<file path="src/rtl/wb_master_nop_pkg.sv">
// Shared types for the no-data Wishbone B4 classic master.
package wb_master_nop_pkg;

    typedef enum logic [1:0] {
        ST_IDLE   = 2'd0,
        ST_ACTIVE = 2'd1,
        ST_GAP    = 2'd2
    } state_t;

    localparam int WB_CYC_W = 1;
    localparam int WB_STB_W = 1;
    localparam int WB_ACK_W = 1;

endpackage

</file>
<file path="src/rtl/wb_nop_watchdog.sv">
// Saturating wait-state counter; flags expiry once LIMIT ackless edges elapse.
module wb_nop_watchdog #(
    parameter int unsigned LIMIT = 1,
    parameter int unsigned CNT_W = 16
) (
    input  logic clk_i,
    input  logic rst_i,
    input  logic clr_i,
    input  logic en_i,
    output logic expired_o
);

    localparam logic [CNT_W-1:0] LAST = CNT_W'(LIMIT - 1);
    localparam logic [CNT_W-1:0] MAX  = '1;

    logic [CNT_W-1:0] r_cnt;

    always_ff @(posedge clk_i or posedge rst_i) begin
        if (rst_i) begin
            r_cnt <= '0;
        end else if (clr_i) begin
            r_cnt <= '0;
        end else if (en_i && (r_cnt != MAX)) begin
            r_cnt <= r_cnt + 1'b1;
        end
    end

    // Count holds the ackless edges already seen; this edge is the LIMIT-th.
    assign expired_o = (r_cnt >= LAST);

endmodule

</file>
<file path="src/rtl/wb_master_nop.sv">
// Wishbone B4 classic master issuing one CYC/STB-only cycle per trigger.
module wb_master_nop
    import wb_master_nop_pkg::*;
#(
    parameter int unsigned TIMEOUT_CYCLES = 0,
    parameter int unsigned CNT_W          = 16
) (
    input  logic clk_i,
    input  logic rst_i,
    output logic cyc_o,
    output logic stb_o,
    input  logic ack_i,
    input  logic trigger_i,
    output logic busy_o,
    output logic done_o,
    output logic timeout_o
);

    state_t r_state;
    logic   r_cyc;
    logic   r_done;
    logic   r_tmo;
    logic   w_expired;

    generate
        if (TIMEOUT_CYCLES > 0) begin : g_wd
            logic w_clr;
            logic w_en;

            assign w_clr = (r_state == ST_IDLE) && trigger_i;
            assign w_en  = (r_state == ST_ACTIVE) && !ack_i;

            wb_nop_watchdog #(
                .LIMIT (TIMEOUT_CYCLES),
                .CNT_W (CNT_W)
            ) u_wd (
                .clk_i     (clk_i),
                .rst_i     (rst_i),
                .clr_i     (w_clr),
                .en_i      (w_en),
                .expired_o (w_expired)
            );
        end else begin : g_nowd
            assign w_expired = 1'b0;
        end
    endgenerate

    always_ff @(posedge clk_i or posedge rst_i) begin
        if (rst_i) begin
            r_state <= ST_IDLE;
            r_cyc   <= 1'b0;
            r_done  <= 1'b0;
            r_tmo   <= 1'b0;
        end else begin
            r_done <= 1'b0;
            r_tmo  <= 1'b0;
            unique case (r_state)
                ST_IDLE: begin
                    if (trigger_i) begin
                        r_state <= ST_ACTIVE;
                        r_cyc   <= 1'b1;
                    end
                end
                ST_ACTIVE: begin
                    // Ack takes priority over a simultaneous watchdog expiry.
                    if (ack_i) begin
                        r_state <= ST_GAP;
                        r_cyc   <= 1'b0;
                        r_done  <= 1'b1;
                    end else if (w_expired) begin
                        r_state <= ST_GAP;
                        r_cyc   <= 1'b0;
                        r_tmo   <= 1'b1;
                    end
                end
                ST_GAP: begin
                    r_state <= ST_IDLE;
                end
                default: begin
                    r_state <= ST_IDLE;
                    r_cyc   <= 1'b0;
                end
            endcase
        end
    end

    assign cyc_o     = r_cyc;
    assign stb_o     = r_cyc;
    assign busy_o    = r_cyc;
    assign done_o    = r_done;
    assign timeout_o = r_tmo;

endmodule

</file>
<file path="config.mk">
export PLATFORM = sky130hd
export DESIGN_NAME = wb_master_nop
export DESIGN_NICKNAME = d
export VERILOG_FILES = /design/src/rtl/wb_master_nop_pkg.sv /design/src/rtl/wb_nop_watchdog.sv /design/src/rtl/wb_master_nop.sv
export SDC_FILE = /design/constraint.sdc
export NUM_CORES = 1
export LEC_CHECK = 0
export CORE_AREA = 2 2 39 41
export CTS_CLUSTER_SIZE = 25
export DETAILED_ROUTE_END_ITERATION = 12
export DIE_AREA = 0 0 41 43
export GPL_TIMING_DRIVEN = 0
export SYNTH_ARGS = -nofsm -noshare
export SYNTH_HDL_FRONTEND = slang
export SYNTH_SLANG_ARGS = --single-unit
</file>
<file path="constraint.sdc">
create_clock -name clk_i -period 0.8 [get_ports clk_i]
set_input_delay 0.12 -clock clk_i [delete_from_list [all_inputs] [get_ports clk_i]]
set_output_delay 0.12 -clock clk_i [all_outputs]
set_load 0.02 [all_outputs]
</file>
Word-level counts from Yosys, hierarchy flattened
Index checks and enable logic that the tools add are counted.

Bits in registers: 4. Input port bits: 4. Output and inout port bits: 5. Word-level logic and storage cells: 19.

Eq/ne operators: 4. Mux-type cells: 8. Bitwise operators: 1. Reduce and logical (&&, ||, !) cells: 3.

Operator list (count): 2-to-1 mux 1 bit (4); 2-to-1 mux 2 bit (2); != test 2 bit (second input constant) (2); case mux 2 bit (2 select lines) (1); case mux 1 bit (3 select lines) (1); AND reduction 3 bit (1); == test 2 x 1 -> 1 bit (second input constant) (1); == test 2 bit (second input constant) (1); zero test 2 bit (1); AND reduction 2 bit (1); inverter 1 bit (1).

Longest topological paths before layout
Gate-level depths: netlist of the first run.

Depth after elaboration: 3. Mapped depth: 2. Mapped depth without buffers: 2.

Worst setup path after synthesis of the first run
Ideal clock, no wire load.

Path kind: flip-flop to flip-flop. From: reg, netlist name busy_o. To: reg r_cyc (netlist: busy_o). Setup time: 0.121 ns. Arrival time: 0.674 ns. Required time: 0.679 ns. Setup slack: 0.005 ns. Cell stages (with the launch flop): 2. Path buffers: 0. Period minus slack after synthesis: 0.795 ns. Path through: dfrtp_1 a22o_1.

RTL lines: to (signal assigned) (line wb_master_nop.sv:51) `r_cyc <= 1'b0;`; to (signal assigned) (line wb_master_nop.sv:61) `r_cyc <= 1'b1;`; to (signal assigned) (line wb_master_nop.sv:68) `r_cyc <= 1'b0;`; to (decl) (line wb_master_nop.sv:20) `logic r_cyc;`.

Final worst setup path of the first run
From: reg r_cyc (netlist: busy_o). To: out cyc_o.

RTL lines: to (decl) (line wb_master_nop.sv:10) `output logic cyc_o,`.

No word-level cell between the ends.

==> out/results.txt, run 1 <==
Tcrit/Tclk final: 126%
Worst R2R End: busy_o
DR vias: 148
Seq/Total Area, Yosys: 58.8%
Core area: 0.00138 sq mm
Largest net degree at the start of global routing: 6
Drt wl/cell: 6.70 um
Mapped Area: 170 sq um
Critical path peak fanout: 4
First-pass GRT wire length: 386 um
First DRT Iteration DRCs: 2
DRT Wirelength: 308 um
Most frequent cells after synthesis: dfrtp_1, nor2_1, buf_4
Final Max Slew Viols: 0
Run status: finished with violations
Failing checks: negative setup slack
DRC errors left: 0
Average cell area after synthesis: 10.0 sq um
Via-to-Cell Ratio: 3.22
Synth area leader: dfrtp_1
Vias in the first global route: 126
Die Ht: 43 um
Final setup viols: 5
Post-DRT Antenna Nets: 0
Yosys cell types: 9
Tightest Hold Check Type: input port to asynchronous set/reset pin
I/O pin total: 9
Synth Area in Simple Gates: 11.0%
Initial antenna violation count: 0
Crit path time final: 1.01 ns
Worst-path clk slew: 0.04 ns
P_leak: 0.155 nW
Worst reg-to-reg setup slack: -0.06 ns
# port buffers: 7
Critical Path Start Type: register
Worst path arrival time: 0.89 ns
Post-synth EDFFs: 0
Synth warn: 0
Xor/xnor cell area share of the yosys netlist: 0%
GPL Wtd Cong: 0.635
Share of cells above drive strength 1: 43.3%
Root buf cell: clkbuf_4
Max IR drop VDD: 530 uV
DRT Pass-1 Iters: 3
Dominant synthesized flop cell: dfrtp_1
Post-route setup slack: -0.206 ns
Max Cap Viol: 0
CTS Buf Count: 3
Crit Path Class: register to primary output
Worst slack, placed: -0.400 ns
Area grow syn2layout: 80.9%
Syn Nets: 21
Synth top area share: 58.8%
Adder-cell area share of the yosys netlist: 0%
Fin. Hold Viols: 0
Total Die Area: 0.00176 sq mm
Clock latency on the worst-skew pair: 0.23 ns
H-Tree Depth: 1
Clock Sinks: 4
Row count: 14
Fin nets: 36
Clock Skews: 0.00354 ns
Synthesized netlist cell count: 17
Worst hold slack: 0.0708 ns
Total GRT Usage: 3.71%
Leading post-synthesis cells by cell area: dfrtp_1, buf_4, nor2_1
Dpl hpwl: 202 um
PwrDens: 3810 mW/mm^2
Fillers: 147
WP data required: 0.68 ns
Multiplexer area fraction after synthesis: 0%
Bufs on Longest Clock Path: 2
Largest family of logic cells by synthesized area: buffers and inverters
Unrepaired setup endpoints after global routing: true
GRT overflow: 0
Seq cells post-synth: 4
Reg-to-reg startpoint: busy_o
Post-synthesis async set-or-reset flop share: 100%
Critical path capture point type: primary output
Ant. Diodes: 0
Die span in x: 41 um
CTS tree: yes
Initial core utilization: 12.3%
Fmax: 0.994 GHz
Synth Area in Compound Gates: 12.5%
R2R cell count: 2
-- cells in the final DEF (no fill, tap or decap), drive strengths merged --
cell	n
nand2	1
inv	1
clkbuf	3
buf	10
a211oi	1
a22o	1
nor2	4
dfrtp	4
conb	1
clkdlybuf4s50	3
o21ai	1
-- metal layers --
metal  share of wire, %  track usage, %
met1                 37            2.25
met2                 56            5.63
met3                6.8               0
met4                  0            8.00
met5                  0               0
-- per-stage QoR --
| stage | util (%) | total power [mW] | cell area [sq um] | setup TNS [ns] | instances |
|---|---|---|---|---|---|
| final | 22.2 | 1.17 | 308 | -0.618 | 46 |
| after global routing | 22.2 | 1.24 | 308 | -0.766 | 46 |
| after CTS | 21.4 | 1.13 | 297 | -0.625 | 45 |
| after detailed placement | 18.8 | 0.826 | 260 | -1.83 | 40 |
| after global placement | 18.8 | 0.817 | 260 | -1.76 | 40 |
| after floorplan | - | 0.614 | 170 | 0 | 17 |
-- registers in the layout (all words and copies together) (netlist names) --
signal   flops
busy_o       1
done_o       1
r_state      2
-- cell families after synthesis --
group           after synthesis
compound gates                3
buf+inv                       4
simple gates                  5
flops                         4
other cells                   1
-- worst max path at each step --
stage,slack (ns),endpoint,cells past startpoint,startpoint
final,-0.21,cyc_o,2,busy_o
after global routing,-0.24,stb_o,2,busy_o
after CTS,-0.22,cyc_o,2,busy_o
after detailed placement,-0.40,cyc_o,2,busy_o
after global placement,-0.39,stb_o,2,busy_o
after floorplan,0.005,busy_o,1,busy_o
-- power breakdown --
part	internal (mW)	switching, mW	leakage, nW
clock network	0.168	0.0786	0.0138
registers	0.276	0.0731	0.0498
logic	0.343	0.234	0.0913
total	0.786	0.386	0.155
-- what timing repair did --
item                                    in CTS  in global routing
pin swaps                                    1                  0
endpoints found under the setup margin       5                  6
hold buffers                                 0                  0
resized for setup                           22                  1
setup buffers                                2                  1
-- worst max-delay path: stages, from the launching register on --
cell and delay (ns):
dfrtp_1 0.39, buf_4 0.14, buf_6 0.12
-- cell type report --
cell class / count / area [sq um] / share of cell area [%]
plain buffers: 3 / 22.5 / 7.32
clock buffers: 3 / 22.5 / 7.32
inverters: 1 / 3.75 / 1.22
multi-input cells: 9 / 43.8 / 14.2
flip-flops and latches: 4 / 100 / 32.5
well taps: 16 / 20.0 / 6.50
repair buffers: 10 / 95.1 / 30.9
Note: power is estimated with default switching activity, not from simulation.
==> run 2, diff against run 1 <==
--- a/config.mk
+++ b/config.mk
@@ -9,6 +9,7 @@
 export CTS_CLUSTER_SIZE = 25
 export DETAILED_ROUTE_END_ITERATION = 12
 export DIE_AREA = 0 0 41 43
+export DONT_BUFFER_PORTS = 1
 export GPL_TIMING_DRIVEN = 0
 export SYNTH_ARGS = -nofsm -noshare
 export SYNTH_HDL_FRONTEND = slang
==> run 2 against run 1 <==
The run still ends with negative setup slack left. Cell area down 21%. Non-clock buffer count shrank 8. Clock skew down 0.0030 ns. Setup slack improved by 0.030 ns. Hold slack got worse by 0.050 ns. Critical endpoint is now stb_o. Critical path type unchanged. Sequential share of layout area rose by 9.7 points. Flip-flop and latch count unchanged. First-iteration DRC count down 100%. Clock power hardly changed. Critical path depth shrank 1. Wire length decreased by 8.1%. Register-to-register slack improved by 0.03 ns.
==> out/results.txt, run 2 (same netlist as run 1, synthesis figures left out) <==
Post CTS Setup Buffer Count: 0 (was 2)
DR vias: 118 (was 148)
Tcrit/Tclk final: 122% (was 126%)
Worst-path clk slew: 0.04 ns (about the same)
Die Ht: 43 um (unchanged)
Tightest Hold Check Type: input port to register (was input port to asynchronous set/reset pin)
Critical Path Start Type: register (unchanged)
Fillers: 153 (was 147)
Worst Path Buf+Inv: 1 (was 2)
Fmax: 1.02 GHz (was 0.994 GHz)
Final setup viols: 4 (was 5)
Hold path depth: 1
Max Cap Viol: 0 (unchanged)
CTS tree: yes (unchanged)
Fin nets: 28 (was 36)
Reg-to-reg startpoint: busy_o (unchanged)
Vias in the first global route: 136 (was 126)
Clock Sinks: 4 (unchanged)
Largest net degree at the start of global routing: 6 (unchanged)
Cell family with most CP delay: flip-flops (unchanged)
Critical path's slowest cell: dfrtp_2 (was dfrtp_1)
H-Tree Depth: 1 (unchanged)
Worst path arrival time: 0.86 ns (was 0.89 ns)
Critical path destination: stb_o (was cyc_o)
Drt wl/cell: 7.45 um (was 6.70 um)
Total GRT Usage: 4.71% (was 3.71%)
Area grow syn2layout: 42.6% (was 80.9%)
I/O pin total: 9 (unchanged)
Clock latency on the worst-skew pair: 0.23 ns (about the same)
DRT Wirelength: 283 um (was 308 um)
GRT overflow: 0 (unchanged)
Crit path depth: 1 (was 2)
Setup TNS: -0.397 ns (was -0.618 ns)
DRT Pass-1 Iters: 1 (was 3)
Worst slack, placed: -0.0219 ns (was -0.400 ns)
Cell Count, Final, Fillers Out: 38 (was 46)
P_leak: 0.114 nW (was 0.155 nW)
Clock Skews: 0.000493 ns (was 0.00354 ns)
GPL Wtd Cong: 0.498 (was 0.635)
First-pass GRT wire length: 469 um (was 386 um)
WP data required: 0.68 ns (about the same)
R2R cell count: 1 (was 2)
Fin. Hold Viols: 0 (unchanged)
Critical path capture point type: primary output (unchanged)
Crit Path Class: register to primary output (unchanged)
Max FFs per register: 2 (unchanged)
Crit path time final: 0.976 ns (was 1.01 ns)
PwrDens: 3880 mW/mm^2 (was 3810 mW/mm^2)
Final Max Slew Viols: 0 (unchanged)
Core area: 0.00138 sq mm (unchanged)
Multi-input logic area: 43.8 sq um (unchanged)
First DRT Iteration DRCs: 0 (was 2)
Row count: 14 (unchanged)
Post-DRT Antenna Nets: 0 (unchanged)
Ant. Diodes: 0 (unchanged)
Worst reg-to-reg setup slack: -0.03 ns (was -0.06 ns)
Most common cell after layout, fill and taps aside: nor2_1 (was buf_4)
# port buffers: 0 (was 7)
Initial antenna violation count: 0 (unchanged)
Slowest stage delay, CP: 0.47 ns (was 0.39 ns)
CTS Buf Count: 3 (unchanged)
Dpl cells: 33 (was 40)
Critical path cell sequence: buf_6 (was buf_4 -> buf_6)
Share of cells above drive strength 1: 36.4% (was 43.3%)
Via-to-Cell Ratio: 3.11 (was 3.22)
Sequential cell area: 103 sq um (was 100 sq um)
Post-route setup slack: -0.176 ns (was -0.206 ns)
Die span in x: 41 um (unchanged)
Run status: finished with violations (unchanged)
Bufs on Longest Clock Path: 2 (unchanged)
Initial core utilization: 12.3% (unchanged)
Unrepaired setup endpoints after global routing: true (unchanged)
Reg with most FFs: r_state (unchanged)
Critical path peak fanout: 4 (unchanged)
Worst R2R End: busy_o (unchanged)
Worst hold slack: 0.0211 ns (was 0.0708 ns)
Commonest non-fill, non-tap cells in the layout: nor2_1, clkbuf_4 (was buf_4, nor2_1, dfrtp_1, buf_6)
Root buf cell: clkbuf_4 (unchanged)
Total Die Area: 0.00176 sq mm (unchanged)
Failing checks: negative setup slack (unchanged)
Crit. Startpoint: busy_o (unchanged)
Max IR drop VDD: 455 uV (was 530 uV)
DRC errors left: 0 (unchanged)
run 2: worst min path at each step:
stage / startpoint / endpoint / slack, ns
5_1_grt: trigger_i / busy_o / 0.01
4_1_cts: trigger_i / busy_o / 0.01
3_3_place_gp: rst_i / done_o / -0.1
2_1_floorplan: rst_i / busy_o / -0.11
3_5_place_dp: rst_i / done_o / -0.09
6_report: trigger_i / busy_o / 0.02
run 2: per-stage QoR:
step / util, % / instance area [sq um] / power, mW
final: 17.5 / 243 / 0.941
after global routing: 17.5 / 243 / 1.02
after CTS: 17.5 / 241 / 0.959
after detailed placement: 13.7 / 190 / 0.647
after global placement: 13.7 / 190 / 0.639
after floorplan: - / 170 / 0.614
run 2: timing repair:
item	4_1_cts	5_1_grt
pin swaps	2	0
resized for setup	3	1
hold buffers	2	0
endpoints found under the hold margin	5	0
endpoints found under the setup margin	4	5
run 2: final cells by class:
cell class	count	share of cell area, %
clock buffer	3	9.28
timing repair buffer	2	8.25
sequential	4	42.3
inverter	1	1.55
buffer	3	12.4
multi-input combinational	9	18.0
tap	16	8.25
run 2: routing by layer:
metal,global-route usage [%],part of all wire (%),vias up
met3,1.57,7.4,0
met5,0,0,-
met1,3.51,39,53
met2,5.63,53,5
met4,10.0,0,0
li1,-,-,60
run 2: report_power, final:
part	leakage, nW	internal, mW	total, mW	switching (mW)
logic	0.0523	0.153	0.279	0.126
clock network	0.0138	0.167	0.245	0.0773
registers	0.0474	0.283	0.417	0.133
total	0.114	0.604	0.941	0.337
==> run 3, diff against run 2 <==
--- a/config.mk
+++ b/config.mk
@@ -6,7 +6,7 @@
 export NUM_CORES = 1
 export LEC_CHECK = 0
 export CORE_AREA = 2 2 39 41
-export CTS_CLUSTER_SIZE = 25
+export CTS_CLUSTER_SIZE = 30
 export DETAILED_ROUTE_END_ITERATION = 12
 export DIE_AREA = 0 0 41 43
 export DONT_BUFFER_PORTS = 1
==> results of run 3 <==
Final layout, timing and power as in run 2 (identical DEF).
==> RTL edit: new RTL, config.mk and constraints of run 1 <==
Encoding of `state_t`: now one-hot (3 bits for 3 states).
--- a/src/rtl/wb_master_nop_pkg.sv
+++ b/src/rtl/wb_master_nop_pkg.sv
@@ -3,6 +3,6 @@
 
-    typedef enum logic [1:0] {
-        ST_IDLE   = 2'd0,
-        ST_ACTIVE = 2'd1,
-        ST_GAP    = 2'd2
+    typedef enum logic [2:0] {
+        ST_IDLE   = 3'b001,
+        ST_ACTIVE = 3'b010,
+        ST_GAP    = 3'b100
     } state_t;
Check against the original RTL: no difference found for any inputs over 10 cycles, from zero or initial values and one cycle with rst_i high; not proved beyond that.
==> RTL edit against run 1 <==
  * The run still ends with setup timing left
  * Clock power increased by 19%
  * Sequential share of layout area is 0.35 points lower
  * Count of clock-buffer cells in the layout is 1 higher
  * Routed wire length grew 35%
  * Total power grew 14%
  * Synthesized area is 47% higher
  * Final area is 28% higher
  * Sequential cell count increased by 1
  * Setup slack got worse by 95 ps
  * Clock skew about the same
  * Critical endpoint is now busy_o$_DFFE_PP0P_
==> RTL edit: results (changes against run 1) <==
Pre-antenna DRT Iters=2 (was 3); gp weighted congestion=0.6622 (was 0.6353); Seq Cell Count=5 (was 4); Power Total=1.333 mW (was 1.171 mW); critical path peak fanout=3 (was 4); final worst setup slack=-300.4 ps (was -205.6 ps); mux share of post-synthesis cell area=0.04500 (was 0); Nets=41 (was 36); Wirelength per Cell=7.981 um (was 6.696 um); status=finished with violations (unchanged); worst vdd ir=0.0006475 V (was 0.0005297 V); Synth area leaders=dfrtp_1, dfstp_2, buf_4 (was dfrtp_1, buf_4, nor2_1); violations in the final reports=setup timing (unchanged); Combinational Power Share=0.462 (was 0.492); sw power=0.4222 mW (was 0.3857 mW); post-detail-place hpwl=309.7 um (was 202.1 um); Sum Neg Setup Slack=-1533 ps (was -618.3 ps); Worst Skew=3.393 ps (was 3.541 ps); Register-to-Register Path Depth=3 (was 2); Worst Path Arrival=1270 ps (was 890 ps); first-pass GRT wire length=669 um (was 386 um); layout cells sized above 1=0.5000 (was 0.4333); final WL=415 um (was 308 um); clk tree area frac=0.06688 (was 0.07317); Final non-clock buffer share=0.2898 (was 0.3821); final setup vio count=9 (was 5); Multi-input comb cells=13 (was 9); Flop pwr share=0.319 (was 0.298); multi-input combinational area share=0.2611 (was 0.1423)
-- RTL edit: worst max-delay path: cells and delay by family, from the launching register on --
family | cells | cell delay [ps]
AO/OA/AOI/OAI | 1 | 80
flip-flops | 1 | 370
AND/OR/NAND/NOR | 2 | 580
-- RTL edit: metal layers --
metal | vias up | routed length (um) | global-route usage
li1 | 97 | - | -
met1 | 88 | 173 | 0.05212
met2 | 7 | 197 | 0.08750
met3 | 2 | 36 | 0.03141
met4 | 0 | 7 | 0.08000
met5 | - | 0 | 0
-- RTL edit: per-stage QoR --
stage	util	hold WS, ps	setup WS (ps)	area, um2
6_report	0.2839	76.55	-300.4	392.9
5_1_grt	0.2839	117.4	-354.7	392.9
2_1_floorplan	-	-102.2	-288.9	250.2
3_3_place_gp	0.2459	336.2	-438.3	340.3
3_5_place_dp	0.2459	344.0	-446.5	340.3
4_1_cts	0.2803	81.16	-310.5	387.9
